`config.mk`:
```
export PLATFORM = sky130hd
export DESIGN_NAME = iter_shifter
export DESIGN_NICKNAME = d
export VERILOG_FILES = /design/src/rtl/iter_shifter.sv
export SDC_FILE = /design/constraint.sdc
export NUM_CORES = 1
export LEC_CHECK = 0
export CAP_MARGIN = 20
export CORE_AREA = 2 2 100 63
export DETAILED_ROUTE_END_ITERATION = 16
export DIE_AREA = 0 0 102 65
export PLACE_DENSITY = 0.75
export RECOVER_POWER = 100
export SKIP_CTS_REPAIR_TIMING = 1
export SLEW_MARGIN = 20
export SYNTH_ARGS = -nofsm -noshare
export SYNTH_HDL_FRONTEND = slang
export SYNTH_SLANG_ARGS = --single-unit
```
`constraint.sdc`:
```
create_clock -name CLK -period 6.75 [get_ports CLK]
set_clock_uncertainty 0.05 [all_clocks]
set_input_delay 1.35 -clock CLK [delete_from_list [all_inputs] [get_ports CLK]]
set_output_delay 1.35 -clock CLK [all_outputs]
set_load 0.05 [all_outputs]
```
`src/rtl/iter_shifter.sv`:
```
// iter_shifter: multi-cycle shifter, STEP bits per clock.
// LC-3b shift encoding plus rotate-left; registered result with DONE pulse.
module iter_shifter #(
  parameter int WIDTH = 16,
  parameter int AMT_W = 4,
  parameter int STEP  = 1
) (
  input  logic             CLK,
  input  logic             RESET,
  input  logic             START,
  input  logic [WIDTH-1:0] A,
  input  logic [1:0]       TYPE,
  input  logic [AMT_W-1:0] AMOUNT,
  output logic             BUSY,
  output logic             DONE,
  output logic [WIDTH-1:0] OUT
);

  localparam int CLW = $clog2(WIDTH + 1);
  localparam int CW  = (AMT_W > CLW) ? AMT_W : CLW;
  localparam logic [CW-1:0] STEP_C = CW'(STEP);
  localparam logic [CW-1:0] WID_C  = CW'(WIDTH);

  typedef enum logic [1:0] {
    IDLE  = 2'd0,
    SHIFT = 2'd1,
    FIN   = 2'd2
  } state_t;

  state_t           state;
  state_t           state_nxt;
  logic [WIDTH-1:0] work;
  logic [WIDTH-1:0] work_nxt;
  logic [AMT_W-1:0] rem;
  logic [AMT_W-1:0] rem_nxt;
  logic [1:0]       op;
  logic [CW-1:0]    rem_x;
  logic [CW-1:0]    k;

  // One step: shift work by min(STEP, rem) with the latched fill rule.
  always_comb begin
    rem_x    = CW'(rem);
    k        = (rem_x > STEP_C) ? STEP_C : rem_x;
    rem_nxt  = rem - AMT_W'(k);
    work_nxt = work;
    unique case (op)
      2'b00: work_nxt = work << k;
      2'b01: work_nxt = work >> k;
      2'b11: work_nxt = WIDTH'($signed(work) >>> k);
      2'b10: work_nxt = (work << k) | (work >> (WID_C - k));
      default: work_nxt = work;
    endcase
  end

  // Next-state decode.
  always_comb begin
    state_nxt = state;
    unique case (state)
      IDLE: begin
        if (START) begin
          state_nxt = (AMOUNT != '0) ? SHIFT : FIN;
        end
      end
      SHIFT: begin
        if (rem_nxt == '0) begin
          state_nxt = FIN;
        end
      end
      FIN:     state_nxt = IDLE;
      default: state_nxt = IDLE;
    endcase
  end

  // State register.
  always_ff @(posedge CLK) begin
    if (RESET) begin
      state <= IDLE;
    end else begin
      state <= state_nxt;
    end
  end

  // Operand capture, stepping and result load on entry to FIN.
  always_ff @(posedge CLK) begin
    if (RESET) begin
      work <= '0;
      rem  <= '0;
      op   <= 2'b00;
      OUT  <= '0;
    end else begin
      unique case (state)
        IDLE: begin
          if (START) begin
            work <= A;
            rem  <= AMOUNT;
            op   <= TYPE;
            if (AMOUNT == '0) begin
              OUT <= A;
            end
          end
        end
        SHIFT: begin
          work <= work_nxt;
          rem  <= rem_nxt;
          if (rem_nxt == '0) begin
            OUT <= work_nxt;
          end
        end
        default: begin
        end
      endcase
    end
  end

  assign BUSY = (state != IDLE);
  assign DONE = (state == FIN);

endmodule

```
## Word level (Yosys, flattened, before mapping)

Index checks and enable logic that the tools add are counted.

- Flip-flop bits (word level): 40
- Logic and storage cells: 46
- Input port bits: 25
- Output and inout bits: 18

- Add/sub/neg operators: 2
- Multiplexer cells: 14
- Shift operators: 4
- Reductions and logical operators: 11
- Order comparisons: 1
- Equal/unequal tests: 8
- Bitwise operators: 1

Operators by type and width:

| kind | number |
|---|---|
| 2-to-1 mux 16 bit | 4 |
| case mux 16 bit (2 select lines) | 2 |
| case mux 16 bit (4 select lines) | 1 |
| bitwise OR 16 bit | 1 |
| << shifter 16 x 4 -> 16 bit | 1 |
| >> shifter 16 x 4 -> 16 bit | 1 |
| >> shifter 16 x 5 -> 16 bit | 1 |
| >>> shifter 16 x 4 -> 16 bit | 1 |
| logical NOT 4 bit | 2 |
| 2-to-1 mux 4 bit | 2 |
| case mux 4 bit (2 select lines) | 1 |
| == test 2 bit (second input constant) | 3 |
| 2-to-1 mux 2 bit | 3 |
| inequality test 2 bit (second input constant) | 3 |
| AND reduction 2 bit | 3 |
| subtractor 5 x 4 -> 5 bit (first input constant) | 1 |
| == test 2 x 1 -> 1 bit (second input constant) | 2 |
| greater-than comparator 4 x 1 -> 1 bit (second input constant) | 1 |
| logical NOT 2 bit | 2 |
| case mux 2 bit (2 select lines) | 1 |
| AND reduction 4 bit | 1 |
| nonzero test 2 bit | 2 |
| nonzero test 4 bit | 1 |
| subtractor 4 bit | 1 |

## Logic depth before layout (Yosys ltp)

Gate-level depths: netlist of the first run.

- Word-level depth: 8
- Gate-level depth with buffers: 11
- Gate-level depth less buffers: 8

## Least setup slack after synthesis of the first run

No wires, ideal clock.

- Path type: input-to-reg
- Start: input AMOUNT[0]
- End: register OUT[10]
- Data required time: 6.580 ns
- Cell stages on the path: 7
- Arrival: 2.710 ns
- Setup slack: 3.870 ns
- Setup time: 0.120 ns
- Buffers on the path: 2
- Cells stage by stage: nor4_1 -> mux2_2 -> and3_1 -> buf_2 -> buf_2 -> nor2_1 -> o2bb2ai_1

- Cells in the longest elaborated chain, start to end: 3

Ends and longest elaborated chain:

| element | RTL line | RTL |
|---|---|---|
| from (decl) | 13 | `input logic [AMT_W-1:0] AMOUNT,` |
| logical NOT 4 bit | 97 | `if (AMOUNT == '0) begin` |
| inequality test 2 bit (no source line) | - |  |
| AND reduction 4 bit (no source line) | - |  |
| to (signal assigned) | 106 | `OUT <= work_nxt;` |
| to (decl) | 16 | `output logic [WIDTH-1:0] OUT` |

No other way between the ends.
A chain may end at the register's enable or synchronous reset.

## Final worst setup path of the first run

- Start: register rem[2]
- End: register work[4]

- Cells in the longest elaborated chain, start to end: 7
- Elaborated cells on any way between the ends: 10
- Those cells by class: 1 x add/sub; 1 x order compare; 4 x shift; 3 x mux; 1 x bitwise

Ends and longest elaborated chain:

| element | RTL line | RTL |
|---|---|---|
| from (decl) | 34 | `logic [AMT_W-1:0] rem;` |
| from (signal assigned) | 104 | `rem <= rem_nxt;` |
| greater-than comparator 4 x 1 -> 1 bit | 43 | `k = (rem_x > STEP_C) ? STEP_C : rem_x;` |
| 2-to-1 mux 4 bit (*) | 43 |  |
| subtractor 5 x 4 -> 5 bit | 50 | `2'b10: work_nxt = (work << k) \| (work >> (WID_C - k));` |
| >> shifter 16 x 5 -> 16 bit | 50 |  |
| bitwise OR 16 bit | 50 |  |
| case mux 16 bit (4 select lines) (*) | 46 | `unique case (op)` |
| case mux 16 bit (2 select lines) (*) | 91 | `unique case (state)` |
| to (signal assigned) | 103 | `work <= work_nxt;` |
| to (decl) | 32 | `logic [WIDTH-1:0] work;` |

Mark *: on every way between the ends. The rest lies on a longest branch, timed or not.

==> results.toml, run 1 <==
[route]
drt_pass1_iterations = 5
drc = 0
drtIter0Drc = 294
vias_per_cell = 5.867
wl_per_cell_um = 15.45
postRouteAntennaNets = 0
routed_wl_um = 6644
vias = 2523

[power]
vdd_ir_drop_max_mv = 0.1051
clkPwrFrac_pct = 20.7
power-per-cell-area_nw_per_um2 = 251.3
pwr-share-seq_pct = 41.0
combPwrFrac_pct = 38.3
switching_power_w = 0.0003034
power_w = 0.0007456
intPower_w = 0.0004421
switching_share_pct = 40.70
p_leak_nw = 1.069

[grt]
first_global_vias = 2127
grt_pass1_wl_um = 11030
met2_usage_pct = 25.90
grt_max_degree = 47
grt_use_total_pct = 21.11
grt_most_used_layer = "met1"
gr-total-overflow = 0
globalRouteMet1Util_pct = 34.71
groute.layer.met3.usage_pct = 5.933
antenna_found_initial = 0

[critical_path]
r2r_cells = 8
cp-end-kind = "flop"
r2r_start = "rem[2]$_SDFFE_PP0P_"
crit_type = "flop to flop"
r2r_slack_ps = 2010
cp-startpoint = "rem[2]$_SDFFE_PP0P_"
cp-endpoint = "work[4]$_SDFFE_PP0P_"
worst_setup_path_start_kind = "flop"
critical_path_required_ps = 6860
rr_endpoint = "work[4]$_SDFFE_PP0P_"
arrival_ps = 4840
crit_fanout = 27

[clock_network]
cts_root_buffer = "clkbuf_8"
cts_tree = "done"
cts_max_level = 2
insertion_delay_ps = 290
clk_pin_slew_ps = 80
clk_path_buf_depth = 2
clock_sinks = 40
cts_inserted_buffers = 5

[flow_run]
max_cap_violations = 1

[logic_synthesis]
ys_top_cells_by_area = "dfxtp_1 32%, nor2_1 6.7%, a211oi_1 5.7%"
async_flop_share_pct = 0
yosysTopAreaCell = "dfxtp_1"
ys_seq_area_share_pct = 31.81
syn_avg_cell_area_um2 = 7.818
yosysMostFrequentCell = "nor2_1"
syn_inst = 322
ys_warn_count = 0
synth_top_area_share_pct = 31.81
synth_flop_cell = "dfxtp_1"
syn_nets = 350
netlist_top_cells_count = "45 x nor2_1, 40 x dfxtp_1, 36 x nand2_1"
ys_seq_elements = 40
synth_edf_count = 0
yosysUniqueCellTypes = 54
syn_area_um2 = 2517

[placed_design]
gp_congestion = 0.9297
place_area_um2 = 2932
port_buffers = 42
hpwlAfterDp_um = 4680

[hold_path]
hp-class = "flop to flop"

[finish]
n_antenna_cell = 0
final_area_um2 = 2967
syn_to_final_growth_pct = 17.84
drive_gt1_share_pct = 6.069
nFillCells = 592
fin_nets = 374

[floorplan]
dieArea_um2 = 6630
ioPinCount = 43
rows = 22
fp.dieW_um = 102
die_y_um = 65
start_util_pct = 43.14
core_area_um2 = 5836

[timing]
tightestPinTransition_ps = 1956
setup_violations = 0
rsz0062_at_grt = "false"
hold_viol = 0
final.period_utilization_pct = 70.20
fin_tns_setup_ps = 0
report.final.slew_viol_count = 47
relSlewSlack_pct = -30.41
period_minus_slack_ps = 4738
fmax_ghz = 0.2110

[run_status]
violations = "max-capacitance violations, max-slew violations"
status = "finished, violations left"
==> per-layer routing <==
layer / share of wire, % / routed length (um)
met3: 9.5 / 631
met2: 37 / 2474
met1: 52 / 3472
met4: 0.98 / 65
met5: 0 / 0
==> cell families after synthesis <==
logic type | Yosys count | synth area share (%)
AOI/OAI and AO/OA | 101 | 28.98
adders and majority gates | 3 | 1.491
buffers and inverters | 35 | 6.412
DFF | 40 | 31.81
muxes | 18 | 8.350
other | 1 | 0.1490
and+or+nand+nor | 124 | 22.81
==> how the worst min path moves through the flow <==
stage | from | endpoint | slack (ps) | depth (start not counted)
after floorplan | work[1]$_SDFFE_PP0P_ | work[1]$_SDFFE_PP0P_ | 410 | 2
after global placement | OUT[15]$_SDFFE_PP0P_ | OUT[15]$_SDFFE_PP0P_ | 400 | 2
after detailed placement | OUT[9]$_SDFFE_PP0P_ | OUT[9]$_SDFFE_PP0P_ | 400 | 1
after CTS | OUT[15]$_SDFFE_PP0P_ | OUT[15]$_SDFFE_PP0P_ | 420 | 2
after global routing | OUT[10]$_SDFFE_PP0P_ | OUT[10]$_SDFFE_PP0P_ | 440 | 1
final | OUT[9]$_SDFFE_PP0P_ | OUT[9]$_SDFFE_PP0P_ | 420 | 1
==> through the flow <==
stage               hold slack (ps)  setup slack (ps)  instances  util (%)
finish                        419.8              2012        430     50.84
global route                  443.8              1470        430     50.84
CTS                           422.5              3022        430     51.63
detailed placement            399.0              2960        423     50.24
global placement              403.2              2963        423     50.24
floorplan                     411.9              3870        322         -
==> final cells by class <==
class | count | area [um2] | area share [%]
sequential | 40 | 800.8 | 26.99
clock buffer | 5 | 68.82 | 2.320
inverter | 8 | 31.28 | 1.054
multi-input combinational | 247 | 1516 | 51.12
clock inverter | 2 | 12.51 | 0.4218
timing repair buffer | 44 | 431.7 | 14.55
tap | 84 | 105.1 | 3.543
==> critical path, stage by stage, from the launching register on <==
cell	delay, ps
dfxtp_1	470
or4_1	750
clkinvlp_2	1000
ha_1	570
nor3b_1	780
nand2_1	230
o221ai_1	240
nor2_1	100
a2111oi_0	390
==> placed cells by master, fill, tap and decap left out, drive strengths merged, types with 4 or more instances in the layout <==
master,Yosys,final
nand3,13,13
a21oi,28,28
nor3,4,4
nand3b,7,7
o21ai,16,16
inv,7,7
clkbuf,14,6
clkdlybuf4s50,0,22
nor2,45,45
nand2b,6,6
dlygate4sd3,0,20
o22ai,5,5
o41ai,4,4
a2111oi,5,5
dfxtp,40,40
a211oi,22,22
nand2,36,36
mux2,4,4
mux2i,12,12
==> flip-flops by register name, summed over array words and instances (netlist names) <==
name,cells
state,2
rem,4
OUT,16
work,16
op,2
==> power by group through the flow <==
| stage | registers [W] | clock network (W) | logic (W) |
|---|---|---|---|
| after CTS | 0.000304 | 0.000158 | 0.000292 |
| final | 0.000306 | 0.000154 | 0.000285 |
| after global routing | 0.000311 | 0.000170 | 0.000313 |
| after detailed placement | 0.000310 | 0 | 0.000291 |
| after floorplan | 0.000321 | 0 | 0.000208 |
| after global placement | 0.000309 | 0 | 0.000288 |
Power figures use the tool's default switching activity.
==> run 2, diff against run 1 <==
Clock period 6.75 ns to 4.6 ns, I/O delays scaled along.
==> results.toml, run 2 (same netlist as run 1, synthesis figures left out) <==
[run_status]
status = "finished clean"

[hold_path]
hold_end = "OUT[9]$_SDFFE_PP0P_"
hp-class = "flop to flop"
min_path_cells = 1
min_from = "OUT[9]$_SDFFE_PP0P_"

[route]
routed_wl_um = 7078
drtIter0Drc = 230
drt_pass1_iterations = 5
vias = 2561
postRouteAntennaNets = 0
wl_per_cell_um = 16.31
drc = 0
vias_per_cell = 5.901

[timing]
hold_ws_ps = 430.1
tightestPinTransition_ps = 1085
fin_tns_setup_ps = 0
report.final.slew_viol_count = 0
hold_viol = 0
rsz0062_at_grt = "false"
worst_slack_ps = 1109
relSlewSlack_pct = 27.55
period_minus_slack_ps = 3491
final.period_utilization_pct = 75.90
setup_violations = 0
fmax_ghz = 0.2864

[finish]
final_area_um2 = 3034
syn_to_final_growth_pct = 20.53
nFillCells = 571
regArea_um2 = 800.8
final_cells = 434
drive_gt1_share_pct = 7.143
final_cell_mix = "45 x nor2_1, 40 x dfxtp_1, 36 x nand2_1"
multi_input_area_um2 = 1521
final_common_cell = "nor2_1"
n_antenna_cell = 0
fin_nets = 377
largestRegisters = "OUT (16), work (16), rem (4)"

[grt]
first_global_vias = 2274
grt_use_total_pct = 22.09
antenna_found_initial = 0
grt_pass1_wl_um = 11540
grt_max_degree = 30
gr-total-overflow = 0

[placed_design]
place_area_um2 = 2954
place_ws_ps = 1291
dp.cells = 426
hpwlAfterDp_um = 4884
port_buffers = 42
gp_congestion = 0.9127

[flow_run]
max_cap_violations = 0

[critical_path]
path_cells = "or4_1 -> buf_4 -> clkinv_4 -> ha_1 -> nor4b_1 -> a21boi_0 -> nor3_1 -> a2111oi_0"
r2r_cells = 8
critical_path_required_ps = 4730
cp-end-kind = "flop"
arrival_ps = 3620
crit_fanout = 27
rr_endpoint = "work[2]$_SDFFE_PP0P_"
worst_setup_path_start_kind = "flop"
crit_type = "flop to flop"
r2r_slack_ps = 1110
r2r_start = "rem[0]$_SDFFE_PP0P_"
worst_path_max_delay_cell = "nor4b_1"
cpPeakStageDelay_ps = 720

[clock_network]
clk_pin_slew_ps = 90
insertion_delay_ps = 310
cts_root_buffer = "clkbuf_8"
cts_inserted_buffers = 5
clock_sinks = 40
clk_path_buf_depth = 2
cts_max_level = 2
cts_tree = "done"

[floorplan]
ioPinCount = 43
core_area_um2 = 5836
fp.dieW_um = 102
start_util_pct = 43.14
dieArea_um2 = 6630
die_y_um = 65
rows = 22

[power]
power-per-cell-area_nw_per_um2 = 394.7
vdd_ir_drop_max_mv = 0.1578
p_leak_nw = 1.104
## run 2: cell count changes in the layout (fill, tap and decap cells not counted), sizes merged
cell	before	now
clkbuf	6	8
bufinv	0	1
clkinvlp	2	0
clkinv	1	2
buf	1	3
dlygate4sd3	20	21
clkdlybuf4s50	22	21
## run 2: power by group
group | leakage [nW] | total, W | switching [W] | internal (W)
Combinational | 0.714 | 0.000428 | 0.000267 | 0.000162
Clock | 0.0614 | 0.000319 | 0.000141 | 0.000178
Sequential | 0.329 | 0.000451 | 0.0000633 | 0.000387
## run 2: metrics by stage
| step | power, W | util (%) |
|---|---|---|
| finish | 0.001198 | 51.99 |
| floorplan | 0.0007770 | - |
| global route | 0.001255 | 51.99 |
| CTS | 0.001205 | 52.70 |
| global placement | 0.0008829 | 50.62 |
| detailed placement | 0.0008893 | 50.62 |
## run 2: per-layer routing
layer | vias up | global-route usage (%) | wire (um)
met3 | 7 | 6.365 | 754
met4 | 0 | 6.000 | 57
met5 | - | 0 | 0
li1 | 1226 | - | -
met2 | 140 | 28.62 | 2823
met1 | 1188 | 34.54 | 3443
## run 2: cell type report
class,count,share of cell area (%)
Clock buffer,6,2.722
Clock inverter,2,1.278
Multi-Input combinational cell,247,50.14
Timing Repair Buffer,47,14.85
Sequential cell,40,26.39
Tap cell,84,3.464
Inverter,8,1.155
## run 2: how the worst max path moves through the flow
| stage | start | end | slack (ps) | depth (start not counted) |
|---|---|---|---|---|
| after detailed placement | AMOUNT[0] | OUT[12]$_SDFFE_PP0P_ | 1290 | 6 |
| after global placement | rem[0]$_SDFFE_PP0P_ | OUT[2]$_SDFFE_PP0P_ | 1260 | 8 |
| final | rem[0]$_SDFFE_PP0P_ | work[2]$_SDFFE_PP0P_ | 1110 | 8 |
| after global routing | rem[2]$_SDFFE_PP0P_ | work[4]$_SDFFE_PP0P_ | 810 | 9 |
| after floorplan | rem[0]$_SDFFE_PP0P_ | work[6]$_SDFFE_PP0P_ | 1970 | 10 |
| after CTS | rem[0]$_SDFFE_PP0P_ | work[2]$_SDFFE_PP0P_ | 1240 | 8 |
## run 2: critical path, delay by kind of cell (launching register included)
family | cells | cell delay, ps
AND/OR/NAND/NOR | 3 | 1370
buffers and inverters | 2 | 430
AO/OA/AOI/OAI | 2 | 690
adder cells (fa/ha/maj) | 1 | 450
flip-flops | 1 | 370
==> run 3, diff against run 2 <==
Settings changed: PLACE_DENSITY 0.75 to 0.77.
Clock period 4.6 ns to 3.2 ns, I/O delays scaled along.
==> results.toml, run 3 (same netlist as run 1, synthesis figures left out) <==
[floorplan]
die_y_um = 65
core_area_um2 = 5836
dieArea_um2 = 6630
start_util_pct = 43.14
fp.dieW_um = 102
ioPinCount = 43
rows = 22

[finish]
syn_to_final_growth_pct = 20.58
n_antenna_cell = 0
final_cell_mix = "45 x nor2_1, 40 x dfxtp_1, 36 x nand2_1"
fin_nets = 380
largestRegisters = "OUT (16), work (16), rem (4)"
final_cells = 437
drive_gt1_share_pct = 8.782
final_common_cell = "nor2_1"
nFillCells = 578

[critical_path]
crit_fanout = 26
cpPeakStageDelay_ps = 610
cp-end-kind = "flop"
worst_path_max_delay_cell = "or4_1"
critical_path.top_delay_family = "compound AO/OA/AOI/OAI gates"
critical_path_required_ps = 3290
arrival_ps = 3080
worst_setup_path_start_kind = "flop"
crit_type = "flop to flop"
worst-path-buf-inv = 1
path_cells = "or4_1 -> clkinv_4 -> ha_1 -> mux2_2 -> a21oi_1 -> a2111oi_2 -> a211oi_1 -> a211oi_2"

[route]
vias = 2519
drtIter0Drc = 233
drc = 0
postRouteAntennaNets = 0
drt_pass1_iterations = 5
routed_wl_um = 6853
vias_per_cell = 5.764
wl_per_cell_um = 15.68

[placed_design]
port_buffers = 42
gp_congestion = 0.9454
dp.cells = 429
hpwlAfterDp_um = 4826

[clock_network]
cts_inserted_buffers = 5
clk_path_buf_depth = 2
cts_root_buffer = "clkbuf_8"
clock_sinks = 40
insertion_delay_ps = 300
clk_pin_slew_ps = 90
cts_max_level = 2
cts_tree = "done"

[power]
power-per-cell-area_nw_per_um2 = 535.8
vdd_ir_drop_max_mv = 0.2257
power_w = 0.001626
p_leak_nw = 1.107

[timing]
fin_tns_setup_ps = 0
rsz0062_at_grt = "false"
period_minus_slack_ps = 2991
tightestPinTransition_ps = 1137
relSlewSlack_pct = 24.23
final.period_utilization_pct = 93.48
report.final.slew_viol_count = 0
hold_viol = 0
fmax_ghz = 0.3343
setup_violations = 0

[hold_path]
hp-class = "flop to flop"

[flow_run]
max_cap_violations = 0

[run_status]
status = "finished clean"

[grt]
grt_use_total_pct = 22.11
grt_pass1_wl_um = 11630
first_global_vias = 2309
grt_max_degree = 47
antenna_found_initial = 0
gr-total-overflow = 0
==> run 3: layout make-up <==
| class | count | area (um2) | area share, % |
|---|---|---|---|
| repair buffers | 50 | 471.7 | 15.54 |
| clock inverters | 2 | 13.76 | 0.4534 |
| well taps | 84 | 105.1 | 3.462 |
| clock buffers | 6 | 82.58 | 2.721 |
| flip-flops and latches | 40 | 800.8 | 26.38 |
| inverters | 8 | 35.03 | 1.154 |
| multi-input cells | 247 | 1526 | 50.29 |
==> run 3: per-stage QoR <==
step                setup slack [ps]  utilization [%]  hold WS [ps]  area, um2
finish                         208.6            52.02         425.0       3035
global route                   56.72            52.02         438.1       3035
CTS                            260.1            52.66         432.1       3073
detailed placement             296.7            51.01         403.4       2977
global placement               373.5            51.01         401.0       2977
floorplan                      567.5                -         411.9       2517
==> run 3: worst reg2reg max path, delay by kind of cell (launching register included) <==
| kind | cells | cell delay, ps |
|---|---|---|
| multiplexers | 1 | 350 |
| flip-flops | 1 | 360 |
| AO/OA/AOI/OAI | 4 | 820 |
| buffers and inverters | 1 | 200 |
| AND/OR/NAND/NOR | 1 | 610 |
| adder cells (fa/ha/maj) | 1 | 440 |
==> run 3: routing by layer <==
metal	part of all wire (%)	vias up	GRT usage, %
met1	48	1151	34.81
met3	9.3	10	5.070
met2	41	125	30.26
li1	-	1233	-
met4	1.2	0	4.167
met5	0	-	0
==> run 3: worst paths after layout <==
check	depth (start not counted)	slack (ps)	end	startpoint
max	8	210	work[6]$_SDFFE_PP0P_	rem[0]$_SDFFE_PP0P_
min	1	420	OUT[9]$_SDFFE_PP0P_	OUT[9]$_SDFFE_PP0P_
max reg2reg	8	210	work[6]$_SDFFE_PP0P_	rem[0]$_SDFFE_PP0P_
min reg2reg	1	420	OUT[9]$_SDFFE_PP0P_	OUT[9]$_SDFFE_PP0P_
==> run 3: power breakdown <==
part | switching (W) | internal (W) | leakage (nW) | total, W
Clock | 0.000186 | 0.000176 | 0.0516 | 0.000363
Combinational | 0.000389 | 0.000237 | 0.727 | 0.000626
Sequential | 0.0000809 | 0.000557 | 0.329 | 0.000638
